File: config.mk
export PLATFORM = sky130hd
export DESIGN_NAME = result_display
export DESIGN_NICKNAME = d
export VERILOG_FILES = /design/src/rtl/result_display_pkg.sv /design/src/rtl/result_display_seg7_decode.sv /design/src/rtl/result_display.sv
export SDC_FILE = /design/constraint.sdc
export NUM_CORES = 1
export LEC_CHECK = 0
export CAP_MARGIN = 20
export CORE_MARGIN = 4
export CORE_UTILIZATION = 40
export DETAILED_ROUTE_END_ITERATION = 10
export GPL_ROUTABILITY_DRIVEN = 1
export PLACE_DENSITY_LB_ADDON = 0.25
export RECOVER_POWER = 25
export SLEW_MARGIN = 10
export SYNTH_ARGS = -nofsm -noshare
export SYNTH_HDL_FRONTEND = slang
export SYNTH_SLANG_ARGS = --single-unit
File: constraint.sdc
create_clock -name clock -period 5.95 [get_ports clock]
set_input_delay 1.19 -clock clock [delete_from_list [all_inputs] [get_ports clock]]
set_output_delay 1.19 -clock clock [all_outputs]
set_load 0.005 [all_outputs]
File: src/rtl/result_display_pkg.sv
// Shared types and constants for the result display block: conversion FSM
// states, datapath widths, special segment patterns and the double-dabble
// nibble-adjust helper.
package result_display_pkg;

    typedef enum logic [1:0] {
        IDLE  = 2'd0,
        SHIFT = 2'd1,
        DONE  = 2'd2
    } state_t;

    localparam int BIN_W       = 16;
    localparam int BCD_DIGITS  = 5;
    localparam int DISP_DIGITS = 4;
    localparam int BCD_W       = BCD_DIGITS * 4;

    // Active-low, bit order g f e d c b a
    localparam logic [6:0] SEG_BLANK = 7'b1111111;
    localparam logic [6:0] SEG_DASH  = 7'b0111111;

    // Double-dabble correction: every nibble >= 5 gets +3 so the following
    // left shift carries correctly into the next decimal digit.
    function automatic logic [BCD_W-1:0] bcd_adjust(input logic [BCD_W-1:0] s);
        logic [BCD_W-1:0] r;
        r = s;
        for (int k = 0; k < BCD_DIGITS; k++) begin
            if (s[4*k +: 4] >= 4'd5) begin
                r[4*k +: 4] = s[4*k +: 4] + 4'd3;
            end else begin
                r[4*k +: 4] = s[4*k +: 4];
            end
        end
        return r;
    endfunction

endpackage

File: src/rtl/result_display_seg7_decode.sv
// BCD digit to active-low seven-segment pattern (g f e d c b a).
// Non-decimal codes render as a blank digit.
module seg7_decode
    import result_display_pkg::*;
(
    input  logic [3:0] i_bcd,
    output logic [6:0] o_seg
);

    // Pure lookup from digit value to segment pattern
    always_comb begin
        o_seg = SEG_BLANK;
        case (i_bcd)
            4'd0:    o_seg = 7'b1000000;
            4'd1:    o_seg = 7'b1111001;
            4'd2:    o_seg = 7'b0100100;
            4'd3:    o_seg = 7'b0110000;
            4'd4:    o_seg = 7'b0011001;
            4'd5:    o_seg = 7'b0010010;
            4'd6:    o_seg = 7'b0000010;
            4'd7:    o_seg = 7'b1111000;
            4'd8:    o_seg = 7'b0000000;
            4'd9:    o_seg = 7'b0010000;
            default: o_seg = SEG_BLANK;
        endcase
    end

endmodule

File: src/rtl/result_display.sv
// Converts a 16-bit unsigned result to five BCD digits with a sequential
// double-dabble engine, and multiplexes the low four digits onto a
// four-digit common-anode seven-segment display with leading-zero blanking
// and a dash pattern for values that do not fit in four digits.
module result_display
    import result_display_pkg::*;
#(
    parameter int REFRESH_DIV = 50000
)
(
    input  logic              clock,
    input  logic              reset,
    input  logic [BIN_W-1:0]  ans,
    input  logic              ans_valid,
    output logic              busy,
    output logic [BCD_W-1:0]  bcd,
    output logic              bcd_valid,
    output logic              ovf,
    output logic [6:0]        seg,
    output logic [3:0]        an
);

    localparam int              CNT_W    = (REFRESH_DIV > 2) ? $clog2(REFRESH_DIV) : 1;
    localparam logic [CNT_W-1:0] CNT_LAST = CNT_W'(REFRESH_DIV - 1);

    // Conversion state
    state_t             r_state;
    logic               r_busy;
    logic [BCD_W-1:0]   r_scratch;
    logic [BIN_W-1:0]   r_bin;
    logic [3:0]         r_shift_cnt;
    logic [BCD_W-1:0]   r_bcd;
    logic               r_bcd_valid;
    logic               r_ovf;
    logic [BCD_W-1:0]   w_adj;

    // Display state
    logic [CNT_W-1:0]   r_refresh_cnt;
    logic [1:0]         r_index;
    logic [3:0]         r_an;
    logic [6:0]         r_seg;
    logic               w_wrap;
    logic [1:0]         w_index_next;
    logic [3:0]         w_digit;
    logic               w_blank;
    logic [6:0]         w_dec_seg;
    logic [6:0]         w_seg_next;
    logic [3:0]         w_an_next;

    assign w_adj = bcd_adjust(r_scratch);

    // Conversion FSM: capture, 16 adjust-and-shift steps, then publish
    always_ff @(posedge clock) begin
        if (reset) begin
            r_state     <= IDLE;
            r_busy      <= 1'b0;
            r_scratch   <= '0;
            r_bin       <= '0;
            r_shift_cnt <= 4'd0;
            r_bcd       <= '0;
            r_bcd_valid <= 1'b0;
            r_ovf       <= 1'b0;
        end else begin
            r_bcd_valid <= 1'b0;
            case (r_state)
                IDLE: begin
                    if (ans_valid) begin
                        r_bin       <= ans;
                        r_scratch   <= '0;
                        r_shift_cnt <= 4'd0;
                        r_busy      <= 1'b1;
                        r_state     <= SHIFT;
                    end
                end
                SHIFT: begin
                    r_scratch   <= {w_adj[BCD_W-2:0], r_bin[BIN_W-1]};
                    r_bin       <= {r_bin[BIN_W-2:0], 1'b0};
                    r_shift_cnt <= r_shift_cnt + 4'd1;
                    if (r_shift_cnt == 4'd15) begin
                        r_state <= DONE;
                    end
                end
                DONE: begin
                    r_bcd       <= r_scratch;
                    r_ovf       <= (r_scratch[BCD_W-1 -: 4] != 4'd0);
                    r_bcd_valid <= 1'b1;
                    r_busy      <= 1'b0;
                    r_state     <= IDLE;
                end
                default: begin
                    r_busy  <= 1'b0;
                    r_state <= IDLE;
                end
            endcase
        end
    end

    // Next digit slot and the segment pattern to show in it
    always_comb begin
        w_wrap       = (r_refresh_cnt == CNT_LAST);
        w_index_next = r_index;
        w_digit      = 4'd0;
        w_blank      = 1'b0;
        w_an_next    = 4'b1111;
        w_seg_next   = SEG_BLANK;

        if (w_wrap) begin
            w_index_next = r_index + 2'd1;
        end else begin
            w_index_next = r_index;
        end

        // A higher digit is blanked only when it and everything above it is zero
        case (w_index_next)
            2'd0: begin
                w_digit = r_bcd[3:0];
                w_blank = 1'b0;
            end
            2'd1: begin
                w_digit = r_bcd[7:4];
                w_blank = (r_bcd[15:4] == 12'd0);
            end
            2'd2: begin
                w_digit = r_bcd[11:8];
                w_blank = (r_bcd[15:8] == 8'd0);
            end
            2'd3: begin
                w_digit = r_bcd[15:12];
                w_blank = (r_bcd[15:12] == 4'd0);
            end
            default: begin
                w_digit = 4'd0;
                w_blank = 1'b0;
            end
        endcase

        w_an_next = ~(4'b0001 << w_index_next);

        if (r_ovf) begin
            w_seg_next = SEG_DASH;
        end else if (w_blank) begin
            w_seg_next = SEG_BLANK;
        end else begin
            w_seg_next = w_dec_seg;
        end
    end

    seg7_decode u_seg7_decode (
        .i_bcd (w_digit),
        .o_seg (w_dec_seg)
    );

    // Refresh timebase and registered digit drive; runs regardless of FSM
    always_ff @(posedge clock) begin
        if (reset) begin
            r_refresh_cnt <= '0;
            r_index       <= 2'd0;
            r_an          <= 4'b1110;
            r_seg         <= 7'b1000000;
        end else begin
            r_refresh_cnt <= w_wrap ? '0 : (r_refresh_cnt + 1'b1);
            r_index       <= w_index_next;
            r_an          <= w_an_next;
            r_seg         <= w_seg_next;
        end
    end

    assign busy      = r_busy;
    assign bcd       = r_bcd;
    assign bcd_valid = r_bcd_valid;
    assign ovf       = r_ovf;
    assign seg       = r_seg;
    assign an        = r_an;

endmodule

# Word level (Yosys, flattened, before mapping)

Memory sizes are Yosys's and may differ from the RTL's.
Cells that the tools add are included.

Add/subtract/negate cells: 8
$lt $le $gt $ge: 5
Eq/ne operators: 9
Shifts and indexed selects: 1
Mux-type cells: 22
Bitwise logic cells: 2
Reductions and logical operators: 11

Operator list:

| operator                                                              | number |
|---|---|
| 20-bit case mux with 2 select lines                                   | 1 |
| 16-bit case mux with 2 select lines                                   | 1 |
| 4-bit by 3-bit >= comparator with 1-bit output, second input constant | 5 |
| 20-bit two-way mux                                                    | 1 |
| 4-bit two-way mux                                                     | 5 |
| 16-bit by 1-bit adder with 16-bit output, second input constant       | 1 |
| 4-bit by 2-bit adder with 4-bit output, second input constant         | 4 |
| 16-bit == test, second input constant                                 | 1 |
| 16-bit two-way mux                                                    | 1 |
| 4-bit case mux with 4 select lines                                    | 1 |
| 7-bit two-way mux                                                     | 2 |
| 12-bit logical NOT                                                    | 1 |
| 8-bit logical NOT                                                     | 1 |
| 4-bit case mux with 2 select lines                                    | 1 |
| 2-bit == test, second input constant                                  | 3 |
| 2-bit two-way mux                                                     | 3 |
| 2-bit AND reduction                                                   | 3 |
| 4-bit by 1-bit adder with 4-bit output, second input constant         | 1 |
| 2-bit by 1-bit == test with 1-bit output, second input constant       | 2 |
| 4-bit == test, second input constant                                  | 1 |
| 2-bit logical NOT                                                     | 2 |
| 4-bit logical NOT                                                     | 1 |
| 2-bit != test, second input constant                                  | 2 |
| 4-bit NOT                                                             | 1 |
| other kinds (12)                                                      | 13 |

Register bits after elaboration: 94
ROM bits: 112
Input port bits: 19
Output and inout port bits: 34
Word-level logic and storage cells: 71
Memories: 1

Memory list:

| memory           | depth | bits a word | rd ports | clocked after memory_dff | write ports | line                             | text |
|---|---|---|---|---|---|---|---|
| (name not given) | 16    | 7           | 1        | 0                        | 0           | result_display_seg7_decode.sv:13 | `case (i_bcd)` |

# Longest topological paths before layout

Gate-level depths: netlist (run 1).
An unclocked memory read counts as a cell.

Depth in word-level cells: 7
Gate-level depth with buffers: 11
Mapped depth without buffers: 10

# Hierarchy

Synthesis (run 1) repeated with hierarchy kept, for this count alone.

Cell total of the unflattened synthesis: 542
Area, all modules: 4355.4 sq um

By module, submodules not included:

| module         | instances | cells each | area each (sq um) | seq. area each (sq um) |
|---|---|---|---|---|
| result_display | 1         | 509        | 4145.2            | 1881.8 |
| seg7_decode    | 1         | 33         | 210.2             | 0.0 |

# Worst setup path before layout (run 1)

Ideal clock, no wire load.

Path kind: reg2reg
From: register r_refresh_cnt[0]
To: register r_seg[1], in the netlist seg[1]
Library setup time: 70 ps
Arrival time: 2353 ps
Data required time: 5880 ps
Slack: 3527 ps
Cell stages (with the launch flop): 10
Buffers on the path: 1
Period minus slack after synthesis: 2423 ps
Cell sequence: dfxtp_1 > ha_1 > and3_1 > and4_4 > buf_6 > mux2i_4 > o221ai_1 > ha_1 > or2_2 > a21oi_1

Word-level cells in the longest chain between the ends: 7
Elaborated cells between the ends (all ways): 11
Those cells by class: 4 x eq/ne; 5 x mux; 1 x reduce/logical; 1 x memory

RTL lines:

| item                                        | line                  | text |
|---|---|---|
| start, declared                             | result_display.sv:38  | `logic [CNT_W-1:0] r_refresh_cnt;` |
| start signal, assigned                      | result_display.sv:161 | `r_refresh_cnt <= w_wrap ? '0 : (r_refresh_cnt + 1'b1);` |
| 16-bit == test *                            | result_display.sv:100 | `w_wrap = (r_refresh_cnt == CNT_LAST);` |
| 2-bit two-way mux *                         | result_display.sv:107 | `if (w_wrap) begin` |
| 2-bit == test, or another cell as far along | result_display.sv:114 | `case (w_index_next)` |
| 4-bit case mux with 4 select lines          | result_display.sv:114 |  |
| memory 16 x 7 bit                           | --                    |  |
| 7-bit two-way mux *                         | result_display.sv:141 | `end else if (w_blank) begin` |
| 7-bit two-way mux *                         | result_display.sv:139 | `if (r_ovf) begin` |
| end signal, assigned                        | result_display.sv:164 | `r_seg <= w_seg_next;` |
| end, declared                               | result_display.sv:41  | `logic [6:0] r_seg;` |

Mark *: on every way between the ends. The rest lies on a longest branch, timed or not.
A chain may end at the register's enable or synchronous reset.

# Worst setup path after layout (run 1)

From: input ans_valid
To: register r_scratch[19]

Word-level cells in the longest chain between the ends: 2

RTL lines:

| item                                 | line                 | text |
|---|---|---|
| start, declared                      | result_display.sv:14 | `input logic ans_valid,` |
| 2-bit != test (no source line)       | --                   |  |
| 2-bit AND reduction (no source line) | --                   |  |
| end signal, assigned                 | result_display.sv:76 | `r_scratch <= {w_adj[BCD_W-2:0], r_bin[BIN_W-1]};` |
| end, declared                        | result_display.sv:29 | `logic [BCD_W-1:0] r_scratch;` |

Every way passes these cells.

==> flow_metrics.env, run 1 <==
export IMPL_die_h_um=111.9
export IMPL_synthTopCellsByArea="dfxtp_1 (44%), a21oi_1 (6.5%), nand2_1 (6.2%)"
export IMPL_hold_buffers=0
export IMPL_cts_buffers=9
export IMPL_antenna_left=0
export IMPL_antenna_found_initial=0
export IMPL_wl_met3_um=617
export IMPL_wl_mm=10.03
export IMPL_num_vias=3689
export IMPL_tns_ps=0
export IMPL_syn_nets=554
export IMPL_ys_types=45
export IMPL_grt_max_degree=65
export IMPL_area_delta_synth_final_pct=17.74
export IMPL_drtPass1Iterations=4
export IMPL_grt_overflow_total=0
export IMPL_syn_area_per_cell_um2=8.317
export IMPL_vias_per_cell=5.316
export IMPL_grt_pass1_wl_mm=17.11
export IMPL_ioPinCount=53
export IMPL_critical_path_required_ps=6230
export IMPL_io_buffers=52
export IMPL_p_per_area_mw_per_mm2=226.8
export IMPL_synth_edff_count=0
export IMPL_async_flop_share=0
export IMPL_syn_inst=519
export IMPL_synth_top_area_share=0.4359
export IMPL_start_util=0.4144
export IMPL_worstSetupPathType="in2reg"
export IMPL_seq_area_frac_synth=0.4359
export IMPL_outcome="completed"
export IMPL_fillers=1043
export IMPL_fin_skew_ps=8.944
export IMPL_r2r_setup_slack_ps=2960
export IMPL_synth_seq_cells=94
export IMPL_utilization=0.4879
export IMPL_hold_viol=0
export IMPL_routed_top_layer="met4"
export IMPL_r2r_start="r_refresh_cnt[0]"
export IMPL_clk_path_buf_depth=2
export IMPL_irDropWorstVdd_mv=0.1066
export IMPL_final_max_slew_viol_count=0
export IMPL_p_leak_nw=1.816
export IMPL_cts_root_buf="clkbuf_8"
export IMPL_syn_area_mm2=0.004317
export IMPL_finalPower_mw=1.152
export IMPL_synth_common_cells="dfxtp_1 (94), nand2_1 (71), nor2_1 (66)"
export IMPL_dieArea_mm2=0.01252
export IMPL_drive_above_1_share=0.05018
export IMPL_drc=0
export IMPL_synth_flop_cell="dfxtp_1"
export IMPL_diodes=0
export IMPL_detailedRoute_firstIterationViolations=214
export IMPL_post_drt_wl_per_cell_um=14.45
export IMPL_drv_cap=0
export IMPL_relSlewSlack=0.2844
export IMPL_grt_pass1_vias=3492
export IMPL_clock_latency_ps=350
export IMPL_finalSetupViolCount=0
export IMPL_rr_worst_depth=8
export IMPL_cts_tree="built"
export IMPL_rsz0062_at_grt="false"
export IMPL_place_gp_congestion=0.7917
export IMPL_fin_crit_sh=0.5598
export IMPL_dp_cells=680
export IMPL_clock_sinks=94
export IMPL_fin_cells=694
export IMPL_synth_warnings=0
export IMPL_finalNetCount=590
export IMPL_dp_hpwl_mm=6.741
export IMPL_die_x_um=111.9
export IMPL_arrival_ps=3610
export IMPL_grt_usage=0.1635
export IMPL_startpoint_type="primary input"
export IMPL_htree_levels=3
export IMPL_clk_pin_slew_ps=80
export IMPL_min_path_type="reg2reg"
export IMPL_whs_path_depth=1
export IMPL_num_rows=37
export IMPL_coreArea_mm2=0.01042
export IMPL_hold_end="r_refresh_cnt[0]"
export IMPL_fin_crit_ps=3331
export IMPL_fmax_ghz=0.3003
export IMPL_reg2reg_to="seg[1]"
export IMPL_min_from="r_refresh_cnt[0]"
export IMPL_met1_length_mm=5.060
export IMPL_wl_met2_mm=4.234
export IMPL_post_cts_setup_buffer_count=0
export IMPL_end_kind="register"
export IMPL_synth_most_common_cell="dfxtp_1"
export IMPL_yosys_area_top_type="dfxtp_1"
export IMPL_worstMarginPinSlew_ps=1059
export IMPL_cts_resized=0
export IMPL_cp_max_fo=25
-- critical path, cell delays in order --
cell	delay [ps]
clkdlybuf4s50_1	780
o21ai_1	980
buf_4	360
o21ai_0	140
a21oi_1	150
-- placed cells by master, fill, tap and decap left out, types with 2 or more instances in the layout --
master | Yosys | final
nor2_1 | 66 | 65
or3_1 | 2 | 2
and4bb_1 | 2 | 2
ha_1 | 16 | 16
nand2b_1 | 8 | 8
a21oi_1 | 56 | 56
a31oi_1 | 2 | 2
dfxtp_1 | 94 | 94
and3_1 | 9 | 9
xnor2_1 | 14 | 15
clkbuf_1 | 29 | 3
clkbuf_8 | 0 | 11
a22oi_1 | 17 | 17
o221ai_1 | 12 | 12
buf_4 | 0 | 2
xor2_1 | 9 | 9
mux2_2 | 4 | 4
clkdlybuf4s50_1 | 0 | 51
mux2i_1 | 4 | 4
nand3_1 | 14 | 14
a32o_1 | 2 | 2
o21ai_0 | 34 | 33
nand2_1 | 71 | 71
nor3_1 | 12 | 12
nand3b_1 | 2 | 2
inv_1 | 17 | 17
-- final cells by class --
class | count | area [µm²] | share of cell area
timing repair buffer | 55 | 534.3 | 0.1051
inverter | 17 | 63.81 | 0.01256
tap | 136 | 170.2 | 0.03348
clock inverter | 1 | 30.03 | 0.005908
clock buffer | 13 | 158.9 | 0.03127
multi-input combinational | 378 | 2243 | 0.4414
sequential | 94 | 1882 | 0.3703
-- per-layer routing --
metal  global-route usage  up-vias
li1                     -     1866
met1               0.2356     1723
met2               0.2410       90
met3              0.04293       10
met4              0.04542        0
met5                    0        -
-- how the worst max path moves through the flow --
stage	to	from
floorplan	seg[1]	r_refresh_cnt[0]
global placement	r_bin[11]	ans_valid
detailed placement	r_scratch[19]	ans_valid
CTS	r_scratch[19]	ans_valid
global route	r_bin[11]	ans_valid
finish	r_scratch[19]	ans_valid
-- power breakdown --
| group | leakage [nW] | switching, mW | internal (mW) |
|---|---|---|---|
| sequential | 0.762 | 0.0122 | 0.645 |
| clock | 0.0956 | 0.205 | 0.214 |
| combinational | 0.958 | 0.0471 | 0.0298 |
-- per-stage QoR --
stage               cell area (µm²)  hold WS (ps)  worst slack, ps
floorplan                      4317         417.5             3527
global placement               4907         429.9             2378
detailed placement             4907         437.3             2259
CTS                            5096         457.9             2626
global route                   5082         478.9             2336
finish                         5082         457.7             2619
-- kinds of logic (layout without fill, tap and decap cells) --
group	Yosys count	after routing	synth area share
flip-flops	94	94	0.4359
AO/OA/AOI/OAI	133	133	0.1939
XOR/XNOR	24	24	0.05044
buffers and inverters	47	86	0.04261
multiplexers	9	9	0.02493
adder cells (fa/ha/maj)	17	17	0.04870
AND/OR/NAND/NOR	195	195	0.2035
-- flip-flops by register name (all words and copies together), names as in the netlist --
| register | cells |
|---|---|
| r_index | 2 |
| bcd_valid | 1 |
| r_bin | 16 |
| r_scratch | 20 |
| r_shift_cnt | 4 |
| busy | 1 |
| r_refresh_cnt | 16 |
| bcd | 20 |
| r_state | 2 |
| ovf | 1 |
| an | 4 |
| seg | 7 |
Power figures use the tool's default switching activity.
==> run 2, diff against run 1 <==
==> constraint.sdc (replaced) <==
create_clock -name clock -period 3.4 [get_ports clock]
set_input_delay 0.68 -clock clock [delete_from_list [all_inputs] [get_ports clock]]
set_output_delay 0.68 -clock clock [all_outputs]
set_load 0.005 [all_outputs]
==> flow_metrics.env, run 2 (synthesis gave the netlist of run 1 again) <==
export IMPL_cts_root_buf="clkbuf_8"
export IMPL_worstSetupPathType="reg2reg"
export IMPL_drv_cap=0
export IMPL_num_vias=3706
export IMPL_reg2reg_to="seg[1]"
export IMPL_die_x_um=111.9
export IMPL_num_rows=37
export IMPL_dieArea_mm2=0.01252
export IMPL_grt_overflow_total=0
export IMPL_fin_skew_ps=10.26
export IMPL_fin_crit_sh=0.8299
export IMPL_ioPinCount=53
export IMPL_setup_slack_ps=578.3
export IMPL_pre_cts_ws_ps=765.2
export IMPL_cts_buffers=9
export IMPL_cp_cell_sequence="ha_1, and3_1, and4_4, xnor2_1, o221ai_1, ha_1, or2_2, a21oi_1"
export IMPL_drive_above_1_share=0.05872
export IMPL_grt_usage=0.1635
export IMPL_finalSetupViolCount=0
export IMPL_rsz0062_at_grt="false"
export IMPL_clk_pin_slew_ps=80
export IMPL_outcome="completed"
export IMPL_post_cts_setup_buffer_count=0
export IMPL_mostFrequentLayoutCells="dfxtp_1 (94), nand2_1 (71), nor2_1 (65), a21oi_1 (56), clkdlybuf4s50_1 (42)"
export IMPL_r2r_setup_slack_ps=580
export IMPL_io_buffers=52
export IMPL_coreArea_mm2=0.01042
export IMPL_cts_tree="built"
export IMPL_rr_worst_depth=8
export IMPL_dp_hpwl_mm=6.949
export IMPL_hold_viol=0
export IMPL_end_kind="register"
export IMPL_wl_mm=10.11
export IMPL_antenna_left=0
export IMPL_detailedRoute_firstIterationViolations=252
export IMPL_tns_ps=0
export IMPL_critical_path_required_ps=3690
export IMPL_grt_max_degree=39
export IMPL_final_common_cell="dfxtp_1"
export IMPL_relSlewSlack=0.3174
export IMPL_crit_top_cell="ha_1"
export IMPL_cp_startpoint="r_refresh_cnt[0]"
export IMPL_multiInputGateArea_mm2=0.002246
export IMPL_fillers=1002
export IMPL_final_max_slew_viol_count=0
export IMPL_p_per_area_mw_per_mm2=424.8
export IMPL_finalNetCount=592
export IMPL_antenna_found_initial=0
export IMPL_worstMarginPinSlew_ps=1023
export IMPL_crit_slowest_cell="xnor2_1"
export IMPL_r2r_start="r_refresh_cnt[0]"
export IMPL_finalPower_mw=2.192
export IMPL_p_leak_nw=1.868
export IMPL_clk_path_buf_depth=2
export IMPL_cp_num_cells=8
export IMPL_min_path_type="reg2reg"
export IMPL_htree_levels=3
export IMPL_vias_per_cell=5.309
export IMPL_startpoint_type="register"
export IMPL_clock_sinks=94
export IMPL_diodes=0
export IMPL_arrival_ps=3110
export IMPL_hold_buffers=0
export IMPL_slowest_delay_ps=600
export IMPL_seqCellArea_mm2=0.001882
export IMPL_cp_max_fo=11
export IMPL_endpoint="seg[1]"
export IMPL_path_delay_family="simple AND/OR/NAND/NOR gates"
export IMPL_area_delta_synth_final_pct=19.54
export IMPL_grt_pass1_vias=3536
export IMPL_start_util=0.4144
export IMPL_post_drt_wl_per_cell_um=14.48
export IMPL_cts_resized=0
export IMPL_path_buf_inv=0
export IMPL_fin_crit_ps=2822
export IMPL_die_h_um=111.9
export IMPL_clock_latency_ps=360
export IMPL_drtPass1Iterations=5
export IMPL_grt_pass1_wl_mm=17.06
export IMPL_irDropWorstVdd_mv=0.1938
export IMPL_drc=0
export IMPL_place_gp_congestion=0.8058
export IMPL_fmax_ghz=0.3544
run 2: changes by cell type in the layout (fill, tap and decap cells not counted), sizes merged:
cell,before,now
clkdlybuf4s50,51,42
dlygate4sd3,0,9
buf,3,5
bufinv,1,3
run 2: cell type report:
cell class / count / share of cell area
clock buffers: 13 / 0.03080
clock inverters: 3 / 0.01746
inverters: 17 / 0.01237
multi-input cells: 378 / 0.4353
flip-flops and latches: 94 / 0.3647
well taps: 136 / 0.03298
repair buffers: 57 / 0.1065
run 2: routing by layer:
| layer | up-vias | share of wire | GRT usage |
|---|---|---|---|
| li1 | 1876 | - | - |
| met1 | 1727 | 0.51 | 0.2335 |
| met2 | 93 | 0.42 | 0.2470 |
| met3 | 10 | 0.058 | 0.03804 |
| met4 | 0 | 0.012 | 0.04623 |
| met5 | - | 0 | 0 |
run 2: worst min-delay path by stage:
stage,from,endpoint,slack [ps],depth (start not counted)
floorplan,r_refresh_cnt[0],r_refresh_cnt[0],420,1
global placement,r_refresh_cnt[0],r_refresh_cnt[0],430,1
detailed placement,r_refresh_cnt[0],r_refresh_cnt[0],440,1
CTS,r_refresh_cnt[0],r_refresh_cnt[0],460,1
global route,r_refresh_cnt[0],r_refresh_cnt[0],480,1
finish,r_refresh_cnt[0],r_refresh_cnt[0],450,1
run 2: power breakdown:
group	internal, mW	switching (mW)	total (mW)
clock	0.530	0.375	0.905
combinational	0.0532	0.0840	0.137
sequential	1.13	0.0215	1.15
total	1.71	0.481	2.19
run 2: worst reg2reg max path, stage by stage, from the launching register on:
cell and delay [ps]:
dfxtp_1 330, ha_1 220, and3_1 190, and4_4 220, xnor2_1 600, o221ai_1 370
ha_1 400, or2_2 300, a21oi_1 130
run 2: through the flow:
step | utilization | hold WS, ps | instances | cell area (µm²)
global placement | 0.4726 | 431.4 | 682 | 4922
finish | 0.4954 | 452.2 | 698 | 5160
global route | 0.4954 | 483.2 | 698 | 5160
CTS | 0.4965 | 456.7 | 698 | 5171
floorplan | - | 417.5 | 519 | 4317
detailed placement | 0.4726 | 443.0 | 682 | 4922
==> run 3, diff against run 2 <==
==> constraint.sdc (replaced) <==
create_clock -name clock -period 2.5 [get_ports clock]
set_input_delay 0.5 -clock clock [delete_from_list [all_inputs] [get_ports clock]]
set_output_delay 0.5 -clock clock [all_outputs]
set_load 0.005 [all_outputs]
==> flow_metrics.env, run 3 (synthesis gave the netlist of run 1 again) <==
export IMPL_cts_tree="built"
export IMPL_critical_path_required_ps=2720
export IMPL_min_path_type="reg2reg"
export IMPL_clk_pin_slew_ps=100
export IMPL_clock_latency_ps=350
export IMPL_post_drt_wl_per_cell_um=14.12
export IMPL_drive_above_1_share=0.09532
export IMPL_start_util=0.4144
export IMPL_antenna_found_initial=0
export IMPL_worstSetupPathType="reg2reg"
export IMPL_path_buf_inv=2
export IMPL_fmax_ghz=0.4165
export IMPL_fin_area_mm2=0.005250
export IMPL_worstMarginPinSlew_ps=998.6
export IMPL_fin_skew_ps=10.38
export IMPL_cp_cell_sequence="ha_2, and3_4, and4_4, buf_4, xnor2_2, buf_4, o221a_2, nor2_1, a221o_1, nand2_1"
export IMPL_grt_overflow_total=0
export IMPL_wl_mm=10.06
export IMPL_path_delay_family="simple AND/OR/NAND/NOR gates"
export IMPL_grt_usage=0.1616
export IMPL_num_rows=37
export IMPL_cp_max_fo=6
export IMPL_fin_crit_ps=2401
export IMPL_cts_buffers=9
export IMPL_grt_pass1_vias=3558
export IMPL_relSlewSlack=0.3343
export IMPL_place_gp_congestion=0.8054
export IMPL_io_buffers=52
export IMPL_comb_power_share=0.072
export IMPL_slowest_delay_ps=360
export IMPL_p_int_mw=2.022
export IMPL_dp_hpwl_mm=6.948
export IMPL_finalPower_mw=2.728
export IMPL_grt_max_degree=48
export IMPL_finalSetupViolCount=0
export IMPL_startpoint_type="register"
export IMPL_pwr_share_seq=0.573
export IMPL_clk_path_buf_depth=2
export IMPL_clock_power_share=0.354
export IMPL_fillers=1011
export IMPL_die_h_um=111.9
export IMPL_dieArea_mm2=0.01252
export IMPL_final_max_slew_viol_count=0
export IMPL_swShare=0.2589
export IMPL_drc=0
export IMPL_detailedRoute_firstIterationViolations=203
export IMPL_grt_pass1_wl_mm=17.05
export IMPL_power_switching_mw=0.7064
export IMPL_hold_viol=0
export IMPL_irDropWorstVdd_mv=0.2862
export IMPL_tns_ps=0
export IMPL_drtPass1Iterations=4
export IMPL_vias_per_cell=5.275
export IMPL_arrival_ps=2620
export IMPL_crit_top_cell="buf_4"
export IMPL_dpl_cell_area_mm2=0.004987
export IMPL_cts_root_buf="clkbuf_8"
export IMPL_htree_levels=3
export IMPL_die_x_um=111.9
export IMPL_antenna_left=0
export IMPL_p_leak_nw=1.923
export IMPL_fin_crit_sh=0.9604
export IMPL_finalNetCount=607
export IMPL_end_kind="register"
export IMPL_area_delta_synth_final_pct=21.62
export IMPL_crit_slowest_cell="dfxtp_1"
export IMPL_drv_cap=0
export IMPL_coreArea_mm2=0.01042
export IMPL_clock_sinks=94
export IMPL_p_per_area_mw_per_mm2=519.7
export IMPL_final_common_cell="dfxtp_1"
export IMPL_ioPinCount=53
export IMPL_num_vias=3761
export IMPL_outcome="completed"
export IMPL_mostFrequentLayoutCells="dfxtp_1 (93), nand2_1 (71), nor2_1 (66), a21oi_1 (55), clkdlybuf4s50_1 (35)"
export IMPL_diodes=0
==> run 3: layout make-up <==
type | instances | area, µm² | share of cell area
clock inverters | 6 | 52.55 | 0.01001
repair buffers | 72 | 655.6 | 0.1249
flip-flops and latches | 94 | 1883 | 0.3587
inverters | 17 | 63.81 | 0.01215
well taps | 136 | 170.2 | 0.03241
multi-input cells | 378 | 2287 | 0.4357
clock buffers | 10 | 137.6 | 0.02622
==> run 3: routing by layer <==
metal	wire length, µm	up-vias	share of wire	global-route usage
li1	-	1899	-	-
met1	5081	1778	0.50	0.2324
met4	103	0	0.010	0.04380
met5	0	-	0	0
met2	4468	75	0.44	0.2470
met3	411	9	0.041	0.03207
==> run 3: worst paths after layout <==
kind / from / end / slack, ps / depth (start not counted)
max: r_refresh_cnt[1] / seg[6] / 100 / 10
min: bcd[17] / bcd[17] / 460 / 2
max reg2reg: r_refresh_cnt[1] / seg[6] / 100 / 10
min reg2reg: bcd[17] / bcd[17] / 460 / 2
==> run 3: repair_timing <==
item                                    4_1_cts  5_1_grt
buffers inserted                              2        4
hold buffers                                  0        0
endpoints found under the setup margin        1        7
cloned                                        0        0
pin swaps                                     1        4
resized for setup                             2        6
==> run 3: metrics by stage <==
stage | util | worst slack (ps) | hold WS, ps | instances
2_1_floorplan | - | 76.60 | 417.5 | 519
6_report | 0.5040 | 99.04 | 461.9 | 713
3_5_place_dp | 0.4788 | -6.534 | 453.4 | 691
3_3_place_gp | 0.4788 | 79.02 | 431.1 | 691
4_1_cts | 0.5002 | 1.253 | 469.8 | 709
5_1_grt | 0.5040 | -26.88 | 495.0 | 713
==> run 3: tightest hold or removal path, stage by stage, from the launching register on <==
cell	delay, ps
dfxtp_1	320
nand2_1	50
a21oi_1	50
==> run 3: power by group through the flow <==
stage	clock, mW	sequential [mW]	combinational [mW]
global placement	0	1.60	0.195
finish	0.967	1.56	0.198
detailed placement	0	1.60	0.199
global route	1.06	1.57	0.225
floorplan	0	1.59	0.123
CTS	0.995	1.56	0.200
